File: src/rtl/mem_wb_stage.sv
// MEM/WB pipeline register: load byte/halfword extraction (big-endian lanes),
// misaligned-load suppression, and a wrapping retired-instruction counter.
module mem_wb_stage #(
  parameter int CNT_W = 32
) (
  input  logic             clk,
  input  logic             rst,
  input  logic             stall,
  input  logic             flush,
  input  logic             mem_valid,
  input  logic             mem_wreg,
  input  logic [4:0]       mem_wd,
  input  logic [31:0]      mem_wdata,
  input  logic             mem_ld,
  input  logic [2:0]       mem_ldop,
  input  logic [31:0]      mem_rdata,
  output logic             wb_we,
  output logic [4:0]       wb_waddr,
  output logic [31:0]      wb_wdata,
  output logic             wb_misalign,
  output logic [CNT_W-1:0] retire_cnt
);

  localparam logic [2:0] LD_LW  = 3'b000;
  localparam logic [2:0] LD_LB  = 3'b001;
  localparam logic [2:0] LD_LBU = 3'b010;
  localparam logic [2:0] LD_LH  = 3'b011;
  localparam logic [2:0] LD_LHU = 3'b100;

  // Reserved load types fall through to the full-word path.
  function automatic logic [31:0] f_load_data(input logic [2:0]  i_op,
                                              input logic [1:0]  i_a,
                                              input logic [31:0] i_rd);
    logic [7:0]  w_byte;
    logic [15:0] w_half;
    case (i_a)
      2'd0:    w_byte = i_rd[31:24];
      2'd1:    w_byte = i_rd[23:16];
      2'd2:    w_byte = i_rd[15:8];
      2'd3:    w_byte = i_rd[7:0];
      default: w_byte = 8'h00;
    endcase
    w_half = i_a[1] ? i_rd[15:0] : i_rd[31:16];
    case (i_op)
      LD_LB:   f_load_data = {{24{w_byte[7]}}, w_byte};
      LD_LBU:  f_load_data = {24'h000000, w_byte};
      LD_LH:   f_load_data = {{16{w_half[15]}}, w_half};
      LD_LHU:  f_load_data = {16'h0000, w_half};
      default: f_load_data = i_rd;
    endcase
  endfunction

  logic             w_is_half;
  logic             w_is_word;
  logic             w_misalign;
  logic             w_nx_we;
  logic [4:0]       w_nx_waddr;
  logic [31:0]      w_nx_wdata;
  logic             r_we;
  logic [4:0]       r_waddr;
  logic [31:0]      r_wdata;
  logic             r_misalign;
  logic [CNT_W-1:0] r_retire_cnt;

  // Next-state values for a capture edge.
  always_comb begin
    w_is_half  = (mem_ldop == LD_LH) || (mem_ldop == LD_LHU);
    w_is_word  = (mem_ldop != LD_LB) && (mem_ldop != LD_LBU) && !w_is_half;
    w_misalign = mem_valid & mem_ld &
                 ((w_is_word & (mem_wdata[1:0] != 2'b00)) | (w_is_half & mem_wdata[0]));
    w_nx_we    = mem_valid & mem_wreg & (mem_wd != 5'd0) & ~w_misalign;
    if (mem_valid) begin
      w_nx_waddr = mem_wd;
    end else begin
      w_nx_waddr = 5'd0;
    end
    if (!mem_valid || w_misalign) begin
      w_nx_wdata = 32'h0000_0000;
    end else if (mem_ld) begin
      w_nx_wdata = f_load_data(mem_ldop, mem_wdata[1:0], mem_rdata);
    end else begin
      w_nx_wdata = mem_wdata;
    end
  end

  // Stage register: reset > flush > stall > capture.
  always_ff @(posedge clk or posedge rst) begin
    if (rst) begin
      r_we         <= 1'b0;
      r_waddr      <= 5'd0;
      r_wdata      <= 32'h0000_0000;
      r_misalign   <= 1'b0;
      r_retire_cnt <= '0;
    end else if (flush) begin
      r_we       <= 1'b0;
      r_waddr    <= 5'd0;
      r_wdata    <= 32'h0000_0000;
      r_misalign <= 1'b0;
    end else if (!stall) begin
      r_we       <= w_nx_we;
      r_waddr    <= w_nx_waddr;
      r_wdata    <= w_nx_wdata;
      r_misalign <= w_misalign;
      if (mem_valid) begin
        r_retire_cnt <= r_retire_cnt + CNT_W'(1);
      end
    end
  end

  assign wb_we       = r_we;
  assign wb_waddr    = r_waddr;
  assign wb_wdata    = r_wdata;
  assign wb_misalign = r_misalign;
  assign retire_cnt  = r_retire_cnt;

endmodule

File: config.mk
export PLATFORM = sky130hd
export DESIGN_NAME = mem_wb_stage
export DESIGN_NICKNAME = d
export VERILOG_FILES = /design/src/rtl/mem_wb_stage.sv
export SDC_FILE = /design/constraint.sdc
export NUM_CORES = 1
export LEC_CHECK = 0
export ABC_AREA = 1
export ABC_CLOCK_PERIOD_IN_PS = 2800
export BUFFER_PORTS_ARGS = -buffer_cell sky130_fd_sc_hd__buf_4
export CAP_MARGIN = 20
export CORE_MARGIN = 5
export CORE_UTILIZATION = 30
export CTS_CLUSTER_DIAMETER = 150
export DETAILED_ROUTE_END_ITERATION = 16
export MAX_ROUTING_LAYER = met4
export PLACE_DENSITY_LB_ADDON = 0.2
export RECOVER_POWER = 50
export SYNTH_ARGS = -nofsm -noshare
export SYNTH_HDL_FRONTEND = slang
export SYNTH_SLANG_ARGS = --single-unit
File: constraint.sdc
create_clock -name clk -period 2.8 [get_ports clk]
set_input_delay 0.42 -clock clk [delete_from_list [all_inputs] [get_ports clk]]
set_output_delay 0.42 -clock clk [all_outputs]
set_load 0.02 [all_outputs]
Word level (Yosys, flattened, before mapping). Cells that the tools add are included.

Register bits: 71. Input port bits: 79. Output and inout bits: 71. Word-level logic and storage cells: 51.

$add $sub $neg: 1. Equal/unequal tests: 10. Mux-type cells: 14. Bitwise gates (word level): 11. Reductions and logical operators: 10.

Operators with widths (number): $mux W32 (4); $pmux W32 S4 (1); $add A32 B1 Y32 const B (1); $pmux W8 S4 (1); $mux W16 (1); $mux W5 (3); $and A1 B1 Y1 (7); $eq A3 B2 Y1 const B (2); $reduce_bool A5 Y1 (1); $eq A2 B2 Y1 const B (2); $mux W1 (4); $eq A3 B1 Y1 const B (1); $eq A3 B3 Y1 const B (1); $ne A3 B1 Y1 const B (1); $ne A3 B2 Y1 const B (1); $not A1 Y1 (3); $reduce_and A3 Y1 (1); $eq A2 B1 Y1 const B (1); $logic_and A1 B1 Y1 (2); $logic_not A1 Y1 (2); $logic_not A2 Y1 (1); $logic_or A1 B1 Y1 (2); $ne A2 B1 Y1 const B (1); $reduce_bool A2 Y1 (1); $or A1 B1 Y1 (1).

Depth between registers and ports, before layout. Gate-level depths: netlist of the first run.

Depth in word-level cells: 11. Mapped depth: 11. Mapped depth without buffers: 10.

Least setup slack after synthesis of the first run. No wires, ideal clock.

Kind: register to register. Start point: register r_retire_cnt[1] (netlist: retire_cnt[1]). End point: register r_retire_cnt[26] (netlist: retire_cnt[26]). Setup time: 0.117 ns. Data arrival time: 1.569 ns. Required time: 2.683 ns. Slack: 1.114 ns. Cell stages (with the launch flop): 11. Path buffers: 0. Period minus slack after synthesis: 1.686 ns. Cell sequence: dfrtp_1 ha_1 nand3_1 nor2_2 nand2_2 nor2_4 nand2_2 nor2_2 nand2_1 nand2_1 nand2_1.

Longest elaborated chain between the ends: 1.

Ends and longest elaborated chain: from (decl) (line 63) `logic [CNT_W-1:0] r_retire_cnt;`; from (signal assigned) (line 105) `r_retire_cnt <= r_retire_cnt + CNT_W'(1);`; $add A32 B1 Y32 (line 105).

No other way between the ends. A chain may end at the register's enable or synchronous reset.

Worst setup path in the final report of the first run.
Start point: input port flush. End point: register r_retire_cnt[11] (netlist: retire_cnt[11]).

Longest elaborated chain between the ends: 2.

Ends and longest elaborated chain: from (decl) (line 9) `input logic flush,`; $not A1 Y1 (no source line); $reduce_and A3 Y1 (no source line).

No other way between the ends.

==> impl_metrics.csv, run 1 <==
group,metric,value,unit
clock_network,postCtsSetupBuffers,0,
layout,multiInputGateArea,2510,um2
layout,regArea,1780,um2
route,firstDrtPassIters,6,
sta,finalHoldViolations,0,
sta,rsz0062_at_grt,"false",
critical_path,cp.required,3.02,ns
floorplanning,chipHeight,135,um
layout,final_util,40.6,%
run,drv_cap,0,
floorplanning,start_util,30.6,%
synthesis,avgSynthCellArea,6.43,um2
layout,syn2layout_area_growth,32.7,%
clock_network,clk_pin_slew,0.06,ns
power,power_density,523,nW/um2
critical_path,crit_fanout,14,
clock_network,cts_root_buffer,"clkbuf_16",
run_status,run_status,"complete, no violations",
clock_network,cts_buffers,9,
layout,n_fill_cell,1692,
critical_path,cp.arrival,2.07,ns
place,placed_cells_incl_taps,1042,
synthesis,ys.warnings.count,0,
clock_network,htreeDepth,3,
clock_network,clock-sinks,71,
clock_network,cts_tree,"built",
synthesis,ys_ff_latch,71,
synthesis,yosysSeqAreaShare,38.2,%
route,drtIter0Drc,321,
layout,drive_gt1_share,19.1,%
layout,final_nets,945,
sta,slew_viol_final,0,
synthesis,synth_cells,723,
place,place_ws,0.625,ns
clock_network,hold_buffers,0,
synthesis,synthDistinctLibCells,32,
route,routed_wl,15000,um
synthesis,synth_top_area_share,38.2,%
layout,n_antenna_cell,0,
clock_network,cts_resized,0,
place,dpl.hpwl,11800,um
place,numPortBuffers,149,
layout,final_cell_mix,"312 x nand2_1, 121 x buf_4, 106 x nor2_1",
sta,setup_viol,0,
route,route.vias.total,4797,
place,place.gp.congestion,0.856,
route,drc,0,
sta,setup_slack,0.945,ns
route,wl_per_cell,14.2,um
floorplanning,die_w,135,um
route,ant_nets,0,
hold_path,min_path_type,"in2reg",
floorplanning,die-area,18100,um2
grt,antenna_found_initial,0,
grt,grt_pass1_vias,4570,
power,cellLeakagePower,0.00333,uW
layout,finalNonFillerCells,1058,
grt,grt_overflow,0,
clock_network,clk_path_buf_depth,2,
synthesis,yosysTopAreaCell,"dfrtp_1",
sta,worstMarginPinSlew,1.14,ns
sta,post-route-min-period,1.86,ns
clock_network,clk_latency,0.33,ns
critical_path,crit_path_start_kind,"input pin",
synthesis,ys_top_cells_by_area,"dfrtp_1 38%, nand2_1 25%, nor2_1 8.5%",
critical_path,path_class,"in2reg",
floorplanning,io_pins,150,
route,avgViaCountPerCell,4.53,
power,vdd_drop_max,0.433,mV
critical_path,critPathCaptureType,"flip-flop",
grt,grt_pass1_wl,24000,um
grt,grt_max_degree,42,
sta,tns,0,ns
synthesis,synth_area,4650,um2
floorplanning,rows,45,
sta,fmax,539,MHz
sta,layout_worst_path_cycle_share,66.3,%
grt,grt_usage,17.3,%
sta,whs,0.310,ns
sta,fin_skew,0.00479,ns
synthesis,synth_nets,803,
layout,mostFrequentLayoutCell,"nand2_1",
sta,relSlewSlack,24.2,%
floorplanning,core,15200,um2
[cells in the mapped netlist]
cell      number
nand3_1       31
a22o_1         2
xnor2_1        5
or2_2          7
o21ai_2        1
a211oi_2       1
nand2_2        3
o21ai_1        5
buf_4          2
nand3b_1       7
o21ai_0       22
clkbuf_1      11
nor2_2         5
buf_1          1
inv_2          3
buf_6          3
o31ai_1        1
and2_1         1
nor2_1       105
nand3_4        1
dfrtp_1       71
buf_2          7
a21oi_1       20
inv_1         58
nor3_1        12
nand2_1      312
nand4_1        3
nor2_4         2
ha_1           1
xor2_1        15
nand3b_2       1
nand2_4        4
[worst max-delay path, cell delays in order]
cell	delay, ns
clkbuf_1	0.09
nor2_1	0.18
nand2_1	0.27
clkbuf_1	0.40
nor3_1	0.39
nand3_1	0.14
xor2_1	0.16
[power breakdown]
| group | total [uW] | switching, uW | internal, uW | leakage, uW |
|---|---|---|---|---|
| clock | 1450 | 440 | 1010 | 0.000182 |
| combinational | 624 | 384 | 240 | 0.00219 |
| sequential | 1160 | 70.6 | 1090 | 0.000962 |
| total | 3230 | 894 | 2340 | 0.00333 |
[final cells by class]
class | count | share of cell area [%]
clock buffers | 11 | 4.09
clock inverters | 5 | 2.07
inverters | 61 | 3.71
multi-input cells | 567 | 40.7
flip-flops and latches | 71 | 28.8
well taps | 188 | 3.81
repair buffers | 155 | 16.9
[per-stage QoR]
step	cell area [um2]	power, uW
after floorplan	4650	1540
after global placement	5940	1830
after detailed placement	5940	1830
after CTS	6320	3290
after global routing	6170	3390
final	6170	3230
[final timing paths]
| path | endpoint | from | slack, ns | cells past startpoint |
|---|---|---|---|---|
| worst max register to register | retire_cnt[26] | retire_cnt[1] | 0.99 | 10 |
| worst max-delay path | retire_cnt[11] | flush | 0.94 | 7 |
| worst min register to register | wb_wdata[18] | wb_wdata[18] | 0.48 | 2 |
| max in group asynchronous | retire_cnt[1] | rst | 1.03 | 3 |
| min in group asynchronous | wb_wdata[19] | rst | 0.39 | 2 |
| worst min-delay path | wb_waddr[3] | mem_wd[3] | 0.31 | 2 |
[layer usage]
metal	track usage [%]	vias to the layer above	wire [um]
met1	23.3	2142	7130
met4	4.47	0	191
li1	-	2513	-
met2	26.5	130	6860
met5	-	-	0
met3	3.73	12	836
[kinds of logic (layout without fill, tap and decap cells)]
kind of cell               count (synthesis)  count (layout)  share of synthesized area [%]
and+or+nand+nor                          494             494                           44.0
buffers and inverters                     85             232                           7.69
DFF                                       71              71                           38.2
xor gates and xnor gates                  20              20                           3.77
AOI/OAI and AO/OA                         52              52                           6.05
adders and majority gates                  1               1                          0.269
[flip-flops by register name, summed over array words and instances (netlist names)]
register     flops
retire_cnt      32
wb_misalign      1
wb_waddr         5
wb_wdata        32
wb_we            1
Power figures use the tool's default switching activity.
==> run 2, diff against run 1 <==
--- a/config.mk
+++ b/config.mk
@@ -5,8 +5,8 @@
 export SDC_FILE = /design/constraint.sdc
 export NUM_CORES = 1
 export LEC_CHECK = 0
-export ABC_AREA = 1
-export ABC_CLOCK_PERIOD_IN_PS = 2800
+export ABC_AREA = 0
+export ABC_CLOCK_PERIOD_IN_PS = 1700
 export BUFFER_PORTS_ARGS = -buffer_cell sky130_fd_sc_hd__buf_4
 export CAP_MARGIN = 20
 export CORE_MARGIN = 5
==> constraint.sdc (replaced) <==
create_clock -name clk -period 1.7 [get_ports clk]
set_input_delay 0.255 -clock clk [delete_from_list [all_inputs] [get_ports clk]]
set_output_delay 0.255 -clock clk [all_outputs]
set_load 0.02 [all_outputs]
==> run 2 against run 1 <==
  * Register-to-register slack got worse by 0.87 ns
  * Critical path type is now reg2reg
  * Synthesized cell count fell by 40%
  * Power rose by 50%
  * Critical path depth fell by 2
  * Global-route usage up 1.2 points
  * Core utilization rose by 3.8 points
==> impl_metrics.csv, run 2 <==
group,metric,value,unit
run_status,run_status,"complete, no violations",
sta,fin_skew,0.00453,ns
floorplanning,start_util,30.9,%
floorplanning,die-area,16900,um2
synthesis,avgSynthCellArea,10.0,um2
synthesis,ys.warnings.count,0,
synthesis,synthTopCellsByCount,"71 x dfrtp_1, 33 x nand2_1, 30 x nor2_1",
floorplanning,die_w,130,um
power,cellLeakagePower,0.00279,uW
sta,layout_worst_path_cycle_share,93.0,%
route,wl_per_cell,19.3,um
sta,post-route-min-period,1.58,ns
sta,slew_viol_final,0,
route,drtIter0Drc,443,
clock_network,clk_pin_slew,0.06,ns
clock_network,clk_latency,0.33,ns
floorplanning,io_pins,150,
run,drv_cap,0,
power,vdd_drop_max,0.484,mV
place,dpl.hpwl,11600,um
critical_path,critPathBufInv,1,
clock_network,postCtsSetupBuffers,0,
clock_network,hold_buffers,0,
sta,worstMarginPinSlew,1.02,ns
critical_path,critPathCaptureType,"flip-flop",
power,power_density,779,nW/um2
power,combPwrFrac,22.3,%
grt,grt_usage,18.4,%
hold_path,hold_depth,3,
clock_network,cts_buffers,9,
layout,n_antenna_cell,0,
critical_path,r2r-end,"retire_cnt[28]",
clock_network,cts_root_buffer,"clkbuf_16",
sta,tns,0,ns
grt,grt_pass1_vias,4250,
critical_path,crit_fanout,16,
grt,grt_overflow,0,
synthesis,synth.most_common_cell,"dfrtp_1",
sta,relSlewSlack,32.0,%
critical_path,worst-r2r-cell-count,5,
critical_path,path_class,"reg2reg",
route,avgViaCountPerCell,5.40,
synthesis,yosysTopAreaCell,"dfrtp_1",
critical_path,cp.depth,5,
place,place.gp.congestion,0.868,
layout,drive_gt1_share,39.1,%
clock_network,clock-sinks,71,
power,p_switching,1390,uW
hold_path,hold_end,"wb_wdata[22]",
synthesis,synthDistinctLibCells,61,
grt,grt_pass1_wl,23400,um
floorplanning,rows,43,
route,route.vias.total,4305,
sta,finalHoldViolations,0,
layout,mostFrequentLayoutCell,"buf_4",
critical_path,cp_slowest_stage_delay,0.39,ns
synthesis,synth_area,4320,um2
floorplanning,core,14000,um2
synthesis,synth_top_area_share,41.1,%
critical_path,crit_path_start_kind,"flip-flop",
synthesis,synth_cells,431,
critical_path,crit_chain,"and4_1 -> nand4_1 -> buf_12 -> nor4_2 -> xor2_1",
critical_path,cpMaxStageDelayCell,"dfrtp_2",
route,firstDrtPassIters,5,
hold_path,min_path_type,"in2reg",
grt,grt_max_degree,72,
synthesis,yosysSeqAreaShare,41.1,%
power,seq_power_share,38.4,%
route,ant_nets,0,
place,placed_cells_incl_taps,781,
synthesis,async_flop_share,100,%
grt,antenna_found_initial,0,
sta,fmax,632,MHz
layout,final_nets,692,
hold_path,hp-start,"mem_wdata[22]",
synthesis,ys_ff_latch,71,
clock_network,htreeDepth,3,
layout,finalNonFillerCells,797,
power,swShare,28.6,%
critical_path,rrSetupSlack,0.12,ns
synthesis,ys_dominant_reg_cell,"dfrtp_1",
synthesis,synth_enable_flop_cells,0,
synthesis,ys_top_cells_by_area,"dfrtp_1 41%, mux4_2 4.2%, a22oi_1 4.0%",
power,clkPwrFrac,39.2,%
sta,whs,0.142,ns
place,numPortBuffers,149,
critical_path,r2r_start,"retire_cnt[7]",
layout,syn2layout_area_growth,43.7,%
clock_network,cts_tree,"built",
route,routed_wl,15300,um
route,drc,0,
critical_path,cp_top_family,"simple AND/OR/NAND/NOR gates",
floorplanning,chipHeight,130,um
critical_path,cp.required,1.95,ns
critical_path,cp.arrival,1.84,ns
synthesis,synth_nets,511,
power,internal_power,3450,uW
clock_network,clk_path_buf_depth,2,
layout,final_cell_mix,"171 x buf_4, 61 x dfrtp_1, 33 x nand2_1",
sta,setup_viol,0,
[run 2: cell types whose count changed after synthesis, sizes merged, moves of 10 or more]
cell    delta
nor4      +10
nor2      -81
nand3     -18
nand2    -286
a22oi     +23
o211ai    +13
buf       +10
inv       -52
o31ai     +17
o21ai     -12
[run 2: repair_timing]
action / CTS / global route
hold endpoints to repair: 0 / 0
setup endpoints to repair: 0 / 5
gates resized for setup: 0 / 7
[run 2: how the worst max path moves through the flow]
stage / start / endpoint / slack, ns
after floorplan: retire_cnt[18] / retire_cnt[28] / 0.00006
after global placement: mem_ldop[0] / wb_wdata[6] / -0.07
after detailed placement: mem_wdata[1] / wb_wdata[15] / -0.08
after CTS: retire_cnt[19] / retire_cnt[31] / 0.02
after global routing: retire_cnt[7] / retire_cnt[28] / -0.01
final: retire_cnt[7] / retire_cnt[28] / 0.12
[run 2: worst reg2reg max path, delay by kind of cell (launching register included)]
family / cells / cell delay (ns)
XOR/XNOR: 1 / 0.18
buffers and inverters: 1 / 0.19
flip-flops: 1 / 0.39
AND/OR/NAND/NOR: 3 / 0.75
[run 2: cells by family after synthesis]
group	synth area share [%]
adders and majority gates	0.290
DFF	41.1
AOI/OAI and AO/OA	21.4
muxes	5.97
buffers and inverters	5.04
xor gates and xnor gates	6.49
and+or+nand+nor	19.7
[run 2: cell type report]
cell class                 instances  area, um2
clock buffer                      13        250
clock inverter                     3       42.5
fill                            1405       7780
inverter                           9       35.0
multi-input combinational        316       2360
sequential                        71       1790
tap                              180        225
timing repair buffer             205       1510
[run 2: power groups by stage]
stage                     Clock, uW  Sequential, uW  Combinational, uW
after floorplan                   0            2000                418
after global placement            0            1890               1100
after detailed placement          0            1890               1110
after CTS                      1930            1860               1120
after global routing           2010            1870               1170
final                          1900            1860               1080
[run 2: routing by layer]
layer / wire (um) / global-route usage, %
met1: 7090 / 25.6
met2: 7290 / 28.0
met3: 719 / 2.66
met4: 243 / 5.56
met5: 0 / -
[run 2: metrics by stage]
stage / util [%] / total power (uW) / setup WS [ns] / instance area (um2)
floorplan: - / 2420 / 0.0000568 / 4330
global placement: 42.8 / 2990 / -0.0721 / 5990
detailed placement: 42.8 / 3000 / -0.0816 / 5990
CTS: 44.9 / 4910 / 0.0201 / 6280
global route: 44.4 / 5050 / -0.0123 / 6210
finish: 44.4 / 4840 / 0.119 / 6210
